File: config.mk
export PLATFORM = sky130hd
export DESIGN_NAME = twotoone_mux_arbiter
export DESIGN_NICKNAME = d
export VERILOG_FILES = /design/src/rtl/twotoone_mux_arbiter.sv
export SDC_FILE = /design/constraint.sdc
export NUM_CORES = 1
export LEC_CHECK = 0
export ABC_AREA = 1
export CORE_AREA = 2 2 46 48
export DETAILED_ROUTE_END_ITERATION = 10
export DIE_AREA = 0 0 48 50
export GPL_TIMING_DRIVEN = 0
export PLACE_DENSITY_LB_ADDON = 0.08
export SETUP_SLACK_MARGIN = 0.02
export SLEW_MARGIN = 10
export SYNTH_ARGS = -nofsm -noshare
export SYNTH_HDL_FRONTEND = slang
export SYNTH_SLANG_ARGS = --single-unit
export TNS_END_PERCENT = 1
File: constraint.sdc
create_clock -name clk -period 1.5 [get_ports clk]
set_clock_uncertainty 0.05 [all_clocks]
set_input_delay 0.15 -clock clk [delete_from_list [all_inputs] [get_ports clk]]
set_output_delay 0.15 -clock clk [all_outputs]
set_load 0.01 [all_outputs]
File: src/rtl/twotoone_mux_arbiter.sv
// Round-robin packet arbiter for two valid/ready requesters feeding one downstream port.
// Grant is held for a whole packet; the mux select S and priority are registered.
module twotoone_mux_arbiter #(
   parameter int unsigned DW = 8
) (
   input  logic          clk,
   input  logic          rst_n,
   input  logic          a_valid,
   input  logic [DW-1:0] a_data,
   input  logic          a_last,
   output logic          a_ready,
   input  logic          b_valid,
   input  logic [DW-1:0] b_data,
   input  logic          b_last,
   output logic          b_ready,
   output logic          z_valid,
   output logic [DW-1:0] z_data,
   output logic          z_last,
   input  logic          z_ready,
   output logic          S,
   output logic          busy
);

   typedef enum logic [1:0] {StIdle, StGntA, StGntB} state_e;

   state_e state_q, state_d;
   logic   s_q, s_d;
   logic   prio_q, prio_d;
   // Set once a beat of the current packet has transferred; a grant that sees no
   // beat yet may be released, a packet in progress must wait for its requester.
   logic   open_q, open_d;

   function automatic state_e arb(input logic av, input logic bv, input logic pr);
      if (av && (!bv || !pr)) begin
         return StGntA;
      end else if (bv) begin
         return StGntB;
      end else begin
         return StIdle;
      end
   endfunction

   always_ff @(posedge clk or negedge rst_n) begin
      if (!rst_n) begin
         state_q <= StIdle;
         s_q     <= 1'b0;
         prio_q  <= 1'b0;
         open_q  <= 1'b0;
      end else begin
         state_q <= state_d;
         s_q     <= s_d;
         prio_q  <= prio_d;
         open_q  <= open_d;
      end
   end

   always_comb begin
      state_d = state_q;
      s_d     = s_q;
      prio_d  = prio_q;
      open_d  = open_q;
      z_valid = 1'b0;
      a_ready = 1'b0;
      b_ready = 1'b0;
      z_data  = s_q ? b_data : a_data;
      z_last  = s_q ? b_last : a_last;

      unique case (state_q)
         StIdle: begin
            open_d  = 1'b0;
            state_d = arb(a_valid, b_valid, prio_q);
         end
         StGntA: begin
            z_valid = a_valid;
            a_ready = z_ready;
            if (a_valid && z_ready) begin
               if (a_last) begin
                  prio_d  = 1'b1;
                  open_d  = 1'b0;
                  state_d = arb(a_valid, b_valid, 1'b1);
               end else begin
                  open_d = 1'b1;
               end
            end else if (!a_valid && !open_q) begin
               state_d = arb(a_valid, b_valid, prio_q);
            end
         end
         StGntB: begin
            z_valid = b_valid;
            b_ready = z_ready;
            if (b_valid && z_ready) begin
               if (b_last) begin
                  prio_d  = 1'b0;
                  open_d  = 1'b0;
                  state_d = arb(a_valid, b_valid, 1'b0);
               end else begin
                  open_d = 1'b1;
               end
            end else if (!b_valid && !open_q) begin
               state_d = arb(a_valid, b_valid, prio_q);
            end
         end
         default: begin
            state_d = StIdle;
            open_d  = 1'b0;
         end
      endcase

      if (state_d == StGntA) begin
         s_d = 1'b0;
      end else if (state_d == StGntB) begin
         s_d = 1'b1;
      end
   end

   assign S    = s_q;
   assign busy = (state_q != StIdle);

endmodule

==> results.yml, run 1 <==
outcome:
  status: "complete, but fails checks"
  failing_checks: "negative setup slack"
clock_tree:
  cts-htree-levels: 1
  cts_root_buffer: "sky130_fd_sc_hd__clkbuf_4"
  cts_inserted_buffers: 3
  clkTransAtPathRegs_ps: 40
  holdBufCountCts: 0
  worst_skew_pair.late_latency_ps: 240
  number_of_sinks_driven_by_the_clock_tree: 5
  cts_tree: "done"
  ctsLongestPathBuffers: 2
synthesis:
  syn_avg_cell_area_um2: 6.73
  ys_seq_area_share_pct: 20.7
  synth.net_count: 118
  synth_top_family_by_area: "simple AND/OR/NAND/NOR gates"
  synth_flop_cell: "sky130_fd_sc_hd__dfrtp_1"
  yosys_register_bits: 5
  muxShareOfSynthArea_pct: 14.9
  synth_cell_types: 22
  synth-xor-area-share_pct: 0
  synth.area.top_cells: "sky130_fd_sc_hd__dfrtp_1 (21%), sky130_fd_sc_hd__mux2_2 (15%), sky130_fd_sc_hd__nand2_1 (14%)"
  largest_area_contributor_in_the_synthesized_netlist: "sky130_fd_sc_hd__dfrtp_1"
  proportion_of_synthesized_flip_flops_having_asynchronous_set_or_reset_pct: 100
  post_synth_inst_count: 90
  post_synth_and_or_nand_nor_area_fraction_pct: 28.5
  compound_gate_fraction_of_synth_area_pct: 14.7
  synth_top_area_share_pct: 20.7
  post_synth_instance_area_um2: 606
  yosysWarningCount: 0
  synthAdderAreaFrac_pct: 10.3
  number_of_synthesized_flops_with_an_enable_pin: 0
routing:
  totalWireLength_mm: 1.76
  remaining_drc_errors: 0
  antenna_violating_nets_post_route: 0
  drt_iter0_drc: 4
  routed_via_density: 4.42
  drt_first_pass_iters: 4
  post_drt_wl_per_cell_um: 10.7
  vias: 725
layout:
  antenna_cells: 0
  multiInputGateArea_um2: 459
  n_fill_cell: 179
  drive_above_1_share_pct: 37.2
  final_cells: 164
  seqCellArea_um2: 128
  num-nets-final: 166
  layout-area-overhead-vs-synth_pct: 86.0
global_routing:
  first_pass_grt_wire_length_mm: 3.04
  grt.overflow.total: 0
  grt_use_total_pct: 17.4
  grt_start_max_net_pins: 11
  grt_antenna_before_repair: 0
  grt_pass1_vias: 727
timing:
  finalCritPeriodShare_pct: 110
  finalCriticalPeriod_ps: 1650
  report.final.slew_viol_count: 0
  final.setup.tns_ps: -260
  max_slew.worst_pin.slew_ps: 215
  setup_viol: 3
  grt_setup_unrepaired: "true"
  maximum_clock_rate_mhz: 606
  worst_slack_setup_final_ps: -151
  timing_hold_violations_final: 0
  max_slew_margin_pct: 85.6
setup_path:
  critical_path_arrival_ps: 1720
  worst_path_cell_with_the_longest_stage_delay: "sky130_fd_sc_hd__dfrtp_2"
  reg2reg_to: "S"
  worstRegToRegCells: 9
  worst_path_most_repeated_cell: "sky130_fd_sc_hd__nor2_2"
  critPathKind: "flop to flop"
  critical_path.top_delay_family: "flip-flops"
  max_stage_delay_ps: 440
  endpoint_kind: "flop"
  timing.rr.start: "state_q[0]"
  crit_chain: "inv_4 -> ha_4 -> nand3_1 -> a21oi_1 -> nor2_2 -> nor2_2 -> ha_1 -> nand2_1 -> o21ai_1"
  worstPathBufferInverterCount: 1
  worst-path-max-fanout: 5
  rrSetupSlack_ps: -150
  timing.critical_path.from_type: "flop"
  timing.critical_path.required_ps: 1570
pwr:
  vdd.ir_drop.worst_mv: 1.02
  power.leakage_nw: 0.556
  power-per-cell-area_mw_per_mm2: 1480
placed_design:
  gp_routability_congestion: 0.867
  port_buffers: 36
  post-dp-hpwl_mm: 1.46
  place_worst_setup_slack_ps: -426
  placed_insts: 153
floorplan:
  rows: 16
  die_y_um: 50
  initial_utilization_pct: 31.8
  die_area_mm2: 0.00240
  die_width_um: 48
  core-area_mm2: 0.00190
  boundaryPins: 37
hold_path:
  hold_path.class: "primary input to asynchronous set/reset pin"
job:
  cap_violations: 0
cell usage in the layout (no fill, tap or decap), types with 4 or more instances in the layout:
cell type / instances
sky130_fd_sc_hd__buf_2: 4
sky130_fd_sc_hd__buf_4: 7
sky130_fd_sc_hd__buf_6: 6
sky130_fd_sc_hd__clkdlybuf4s50_1: 20
sky130_fd_sc_hd__inv_1: 8
sky130_fd_sc_hd__mux2_2: 8
sky130_fd_sc_hd__nand2_1: 21
sky130_fd_sc_hd__nand3_1: 6
sky130_fd_sc_hd__nor2_1: 7
sky130_fd_sc_hd__o21ai_1: 4
state kept, by name (all words and copies together) (netlist names):
signal and flops:
open_q 1, prio_q 1, state_q 2, S 1
cell usage after synthesis, types with 2 or more instances:
library cell	instances
sky130_fd_sc_hd__o21ai_1	3
sky130_fd_sc_hd__ha_1	5
sky130_fd_sc_hd__dfrtp_1	5
sky130_fd_sc_hd__inv_2	4
sky130_fd_sc_hd__nor2_1	9
sky130_fd_sc_hd__nand2_1	23
sky130_fd_sc_hd__o22ai_1	2
sky130_fd_sc_hd__o21ai_0	2
sky130_fd_sc_hd__mux2_2	8
sky130_fd_sc_hd__inv_1	10
sky130_fd_sc_hd__a21oi_2	2
sky130_fd_sc_hd__nand3_1	6
sky130_fd_sc_hd__a21oi_1	2
cell families (layout without fill, tap and decap cells):
kind of cell,Yosys count,count (layout)
simple gates,41,41
buf+inv,17,64
compound gates,14,14
mux,8,8
fa+ha+maj,5,5
flops,5,5
through the flow:
stage	utilization, %	power [mW]	hold WS, ps	area [um2]
after floorplan	-	0.923	-196	631
after global placement	53.9	1.35	333	1020
after detailed placement	53.9	1.37	335	1020
after CTS	55.4	1.55	72.5	1050
after global routing	59.2	1.83	91.0	1130
final	59.2	1.67	73.8	1130
worst reg2reg max path, stage by stage, from the launching register on:
cell and delay (ps):
sky130_fd_sc_hd__dfrtp_2 440, sky130_fd_sc_hd__inv_4 90, sky130_fd_sc_hd__ha_4 170, sky130_fd_sc_hd__nand3_1 80, sky130_fd_sc_hd__a21oi_1 150, sky130_fd_sc_hd__nor2_2 70, sky130_fd_sc_hd__nor2_2 120, sky130_fd_sc_hd__ha_1 250
sky130_fd_sc_hd__nand2_1 70, sky130_fd_sc_hd__o21ai_1 50
metal layers:
layer / track usage [%] / routed length (um)
met5: 0 / 0
met2: 28.7 / 901
met1: 21.9 / 779
met4: 6.31 / 0
met3: 2.56 / 74
cell type report:
type	count	share of cell area (%)
plain buffers	1	1.00
clock buffers	4	2.33
inverters	16	6.11
multi-input cells	68	40.8
flip-flops and latches	5	11.3
well taps	27	3.00
repair buffers	43	35.4
power breakdown:
group / leakage [nW] / internal (mW) / switching (mW)
logic: 0.481 / 0.650 / 0.585
clock network: 0.0150 / 0.100 / 0.0530
registers: 0.0598 / 0.206 / 0.0704
how the worst max path moves through the flow:
stage	startpoint	end	slack, ps	depth (start not counted)
after floorplan	state_q[1]	S	-90	11
after CTS	state_q[1]	S	-200	11
after global placement	a_valid	S	-420	11
after detailed placement	a_valid	S	-430	11
after global routing	state_q[1]	S	-260	8
final	state_q[0]	S	-150	9
repair_timing:
item | CTS | global route
hold endpoints to repair | 0 | 0
setup buffers | 4 | 3
pin swaps | 6 | 7
resized for setup | 47 | 18
endpoints found under the setup margin | 14 | 12
Power figures use the tool's default switching activity.
==> run 2, diff against run 1 <==
--- a/config.mk
+++ b/config.mk
@@ -7,6 +7,7 @@
 export LEC_CHECK = 0
 export ABC_AREA = 1
 export CORE_AREA = 2 2 46 48
+export CTS_BUF_LIST = sky130_fd_sc_hd__clkbuf_8
 export DETAILED_ROUTE_END_ITERATION = 10
 export DIE_AREA = 0 0 48 50
 export GPL_TIMING_DRIVEN = 0
==> run 2 against run 1 <==
First-iteration DRC count rose to 6.0 times the previous value. The flow still finishes with violations (negative setup slack). Critical path type unchanged. Critical endpoint unchanged. Clock power rose by 57%. Sequential share of layout area rose by 0.051 points. Global-route usage rose by 0.21 points. Worst hold slack improved by 23 ps.
==> results.yml, run 2 (synthesis results as in run 1) <==
outcome:
  status: "complete, but fails checks"
  failing_checks: "negative setup slack"
timing:
  worst_slack_setup_final_ps: -149
  timing_hold_violations_final: 0
  finalCritPeriodShare_pct: 110
  report.final.slew_viol_count: 0
  finalCriticalPeriod_ps: 1650
  maximum_clock_rate_mhz: 606
  max_slew.worst_pin.slew_ps: 217
  worst_case_hold_slack_ps: 96.9
  setup_viol: 3
  max_slew_margin_pct: 85.5
  grt_setup_unrepaired: "true"
setup_path:
  critPathKind: "flop to flop"
  critical_path_arrival_ps: 1700
  max_stage_delay_ps: 380
  timing.critical_path.from_type: "flop"
  timing.critical_path.required_ps: 1550
  worst-path-max-fanout: 5
  worst_path_cell_with_the_longest_stage_delay: "sky130_fd_sc_hd__dfrtp_2"
  crit_chain: "buf_4 -> ha_4 -> nand3_1 -> a21oi_1 -> nor2_2 -> nor2_2 -> ha_1 -> nand2_1 -> o21ai_1"
  worst_path_most_repeated_cell: "sky130_fd_sc_hd__nor2_2"
  endpoint_kind: "flop"
clock_tree:
  clkTransAtPathRegs_ps: 40
  number_of_sinks_driven_by_the_clock_tree: 5
  worst_skew_pair.late_latency_ps: 220
  holdBufCountCts: 0
  ctsLongestPathBuffers: 2
  cts-htree-levels: 1
  cts_tree: "done"
  cts_root_buffer: "sky130_fd_sc_hd__clkbuf_8"
  cts_inserted_buffers: 3
pwr:
  combinationalPowerShare_pct: 69.9
  power_mw: 1.71
  p_seq_share_pct: 16.1
  p_sw_mw: 0.713
  power-per-cell-area_mw_per_mm2: 1520
  vdd.ir_drop.worst_mv: 1.17
  power.leakage_nw: 0.566
  p_clk_share_pct: 14.1
  swShare_pct: 41.8
  p_int_mw: 0.993
floorplan:
  boundaryPins: 37
  die_area_mm2: 0.00240
  die_y_um: 50
  core-area_mm2: 0.00190
  initial_utilization_pct: 31.8
  die_width_um: 48
  rows: 16
layout:
  final_cells: 163
  antenna_cells: 0
  final_core_utilization_pct: 58.9
  layout.cells.most_common: "sky130_fd_sc_hd__nand2_1"
  largest_reg_flops: 2
  num-nets-final: 165
  layout-area-overhead-vs-synth_pct: 85.1
  max_flop_register: "state_q"
  most-common-layout-cells: "sky130_fd_sc_hd__nand2_1 (21), sky130_fd_sc_hd__clkdlybuf4s50_1 (19), sky130_fd_sc_hd__inv_1 (9), sky130_fd_sc_hd__mux2_2 (8)"
  finalInstanceArea_mm2: 0.00112
  drive_above_1_share_pct: 36.0
routing:
  drt_first_pass_iters: 4
  totalWireLength_mm: 1.80
  routed_via_density: 4.58
  post_drt_wl_per_cell_um: 11.1
  antenna_violating_nets_post_route: 0
  drt_iter0_drc: 24
  vias: 746
  remaining_drc_errors: 0
global_routing:
  first_pass_grt_wire_length_mm: 3.05
  grt_start_max_net_pins: 11
  grt_use_total_pct: 17.6
  grt_antenna_before_repair: 0
  grt.overflow.total: 0
  grt_pass1_vias: 694
placed_design:
  placed_insts: 153
  post-dp-hpwl_mm: 1.46
  placed_cell_area_mm2: 0.00102
  gp_routability_congestion: 0.867
  port_buffers: 36
hold_path:
  hold_path.class: "primary input to asynchronous set/reset pin"
job:
  cap_violations: 0
==> run 2: area by class of cell <==
cell class | count | area [um2]
tap | 27 | 33.8
clock buffer | 3 | 41.3
clock inverter | 1 | 3.75
multi-input combinational | 68 | 459
buffer | 1 | 11.3
inverter | 16 | 68.8
timing repair buffer | 42 | 375
sequential | 5 | 128
fill | 184 | 781
==> run 2: metal layers <==
metal | GRT usage (%) | share of wire (%)
met1 | 22.5 | 43
met2 | 28.0 | 52
met3 | 2.56 | 4.0
met4 | 7.66 | 0.78
met5 | 0 | 0
==> run 2: critical path: cells and delay by family (launching register included) <==
kind / cells / cell delay [ps]
adder cells (fa/ha/maj): 2 / 420
AO/OA/AOI/OAI: 2 / 200
buffers and inverters: 1 / 140
flip-flops: 1 / 380
AND/OR/NAND/NOR: 4 / 330
==> run 2: path summary, 6_finish.rpt <==
path                                  from         end  slack [ps]  cells after the start
worst max-delay path            state_q[1]           S        -150                      9
worst min-delay path                 rst_n      prio_q         100                      1
worst max register to register  state_q[1]           S        -150                      9
worst min register to register      prio_q      prio_q         490                      2
max in group asynchronous            rst_n  state_q[0]        1100                      1
min in group clk                    b_last      open_q         410                      4
==> run 2: power groups by stage <==
| stage | clock (mW) | combinational [mW] | sequential (mW) |
|---|---|---|---|
| 3_5_place_dp | 0 | 1.09 | 0.274 |
| 5_1_grt | 0.260 | 1.34 | 0.282 |
| 2_1_floorplan | 0 | 0.656 | 0.267 |
| 6_report | 0.240 | 1.19 | 0.274 |
| 4_1_cts | 0.249 | 1.07 | 0.282 |
| 3_3_place_gp | 0 | 1.08 | 0.275 |
==> run 2: repair_timing <==
action                                  4_1_cts  5_1_grt
endpoints found under the setup margin       14        6
buffers inserted                              3        3
pin swaps                                     0       10
resized for setup                            41       18
endpoints found under the hold margin         0        0
==> run 2: through the flow <==
stage	setup TNS [ps]	worst slack, ps
final	-235	-149
after global routing	-510	-272
after global placement	-1990	-416
after detailed placement	-1980	-426
after floorplan	-89.2	-89.2
after CTS	-418	-247
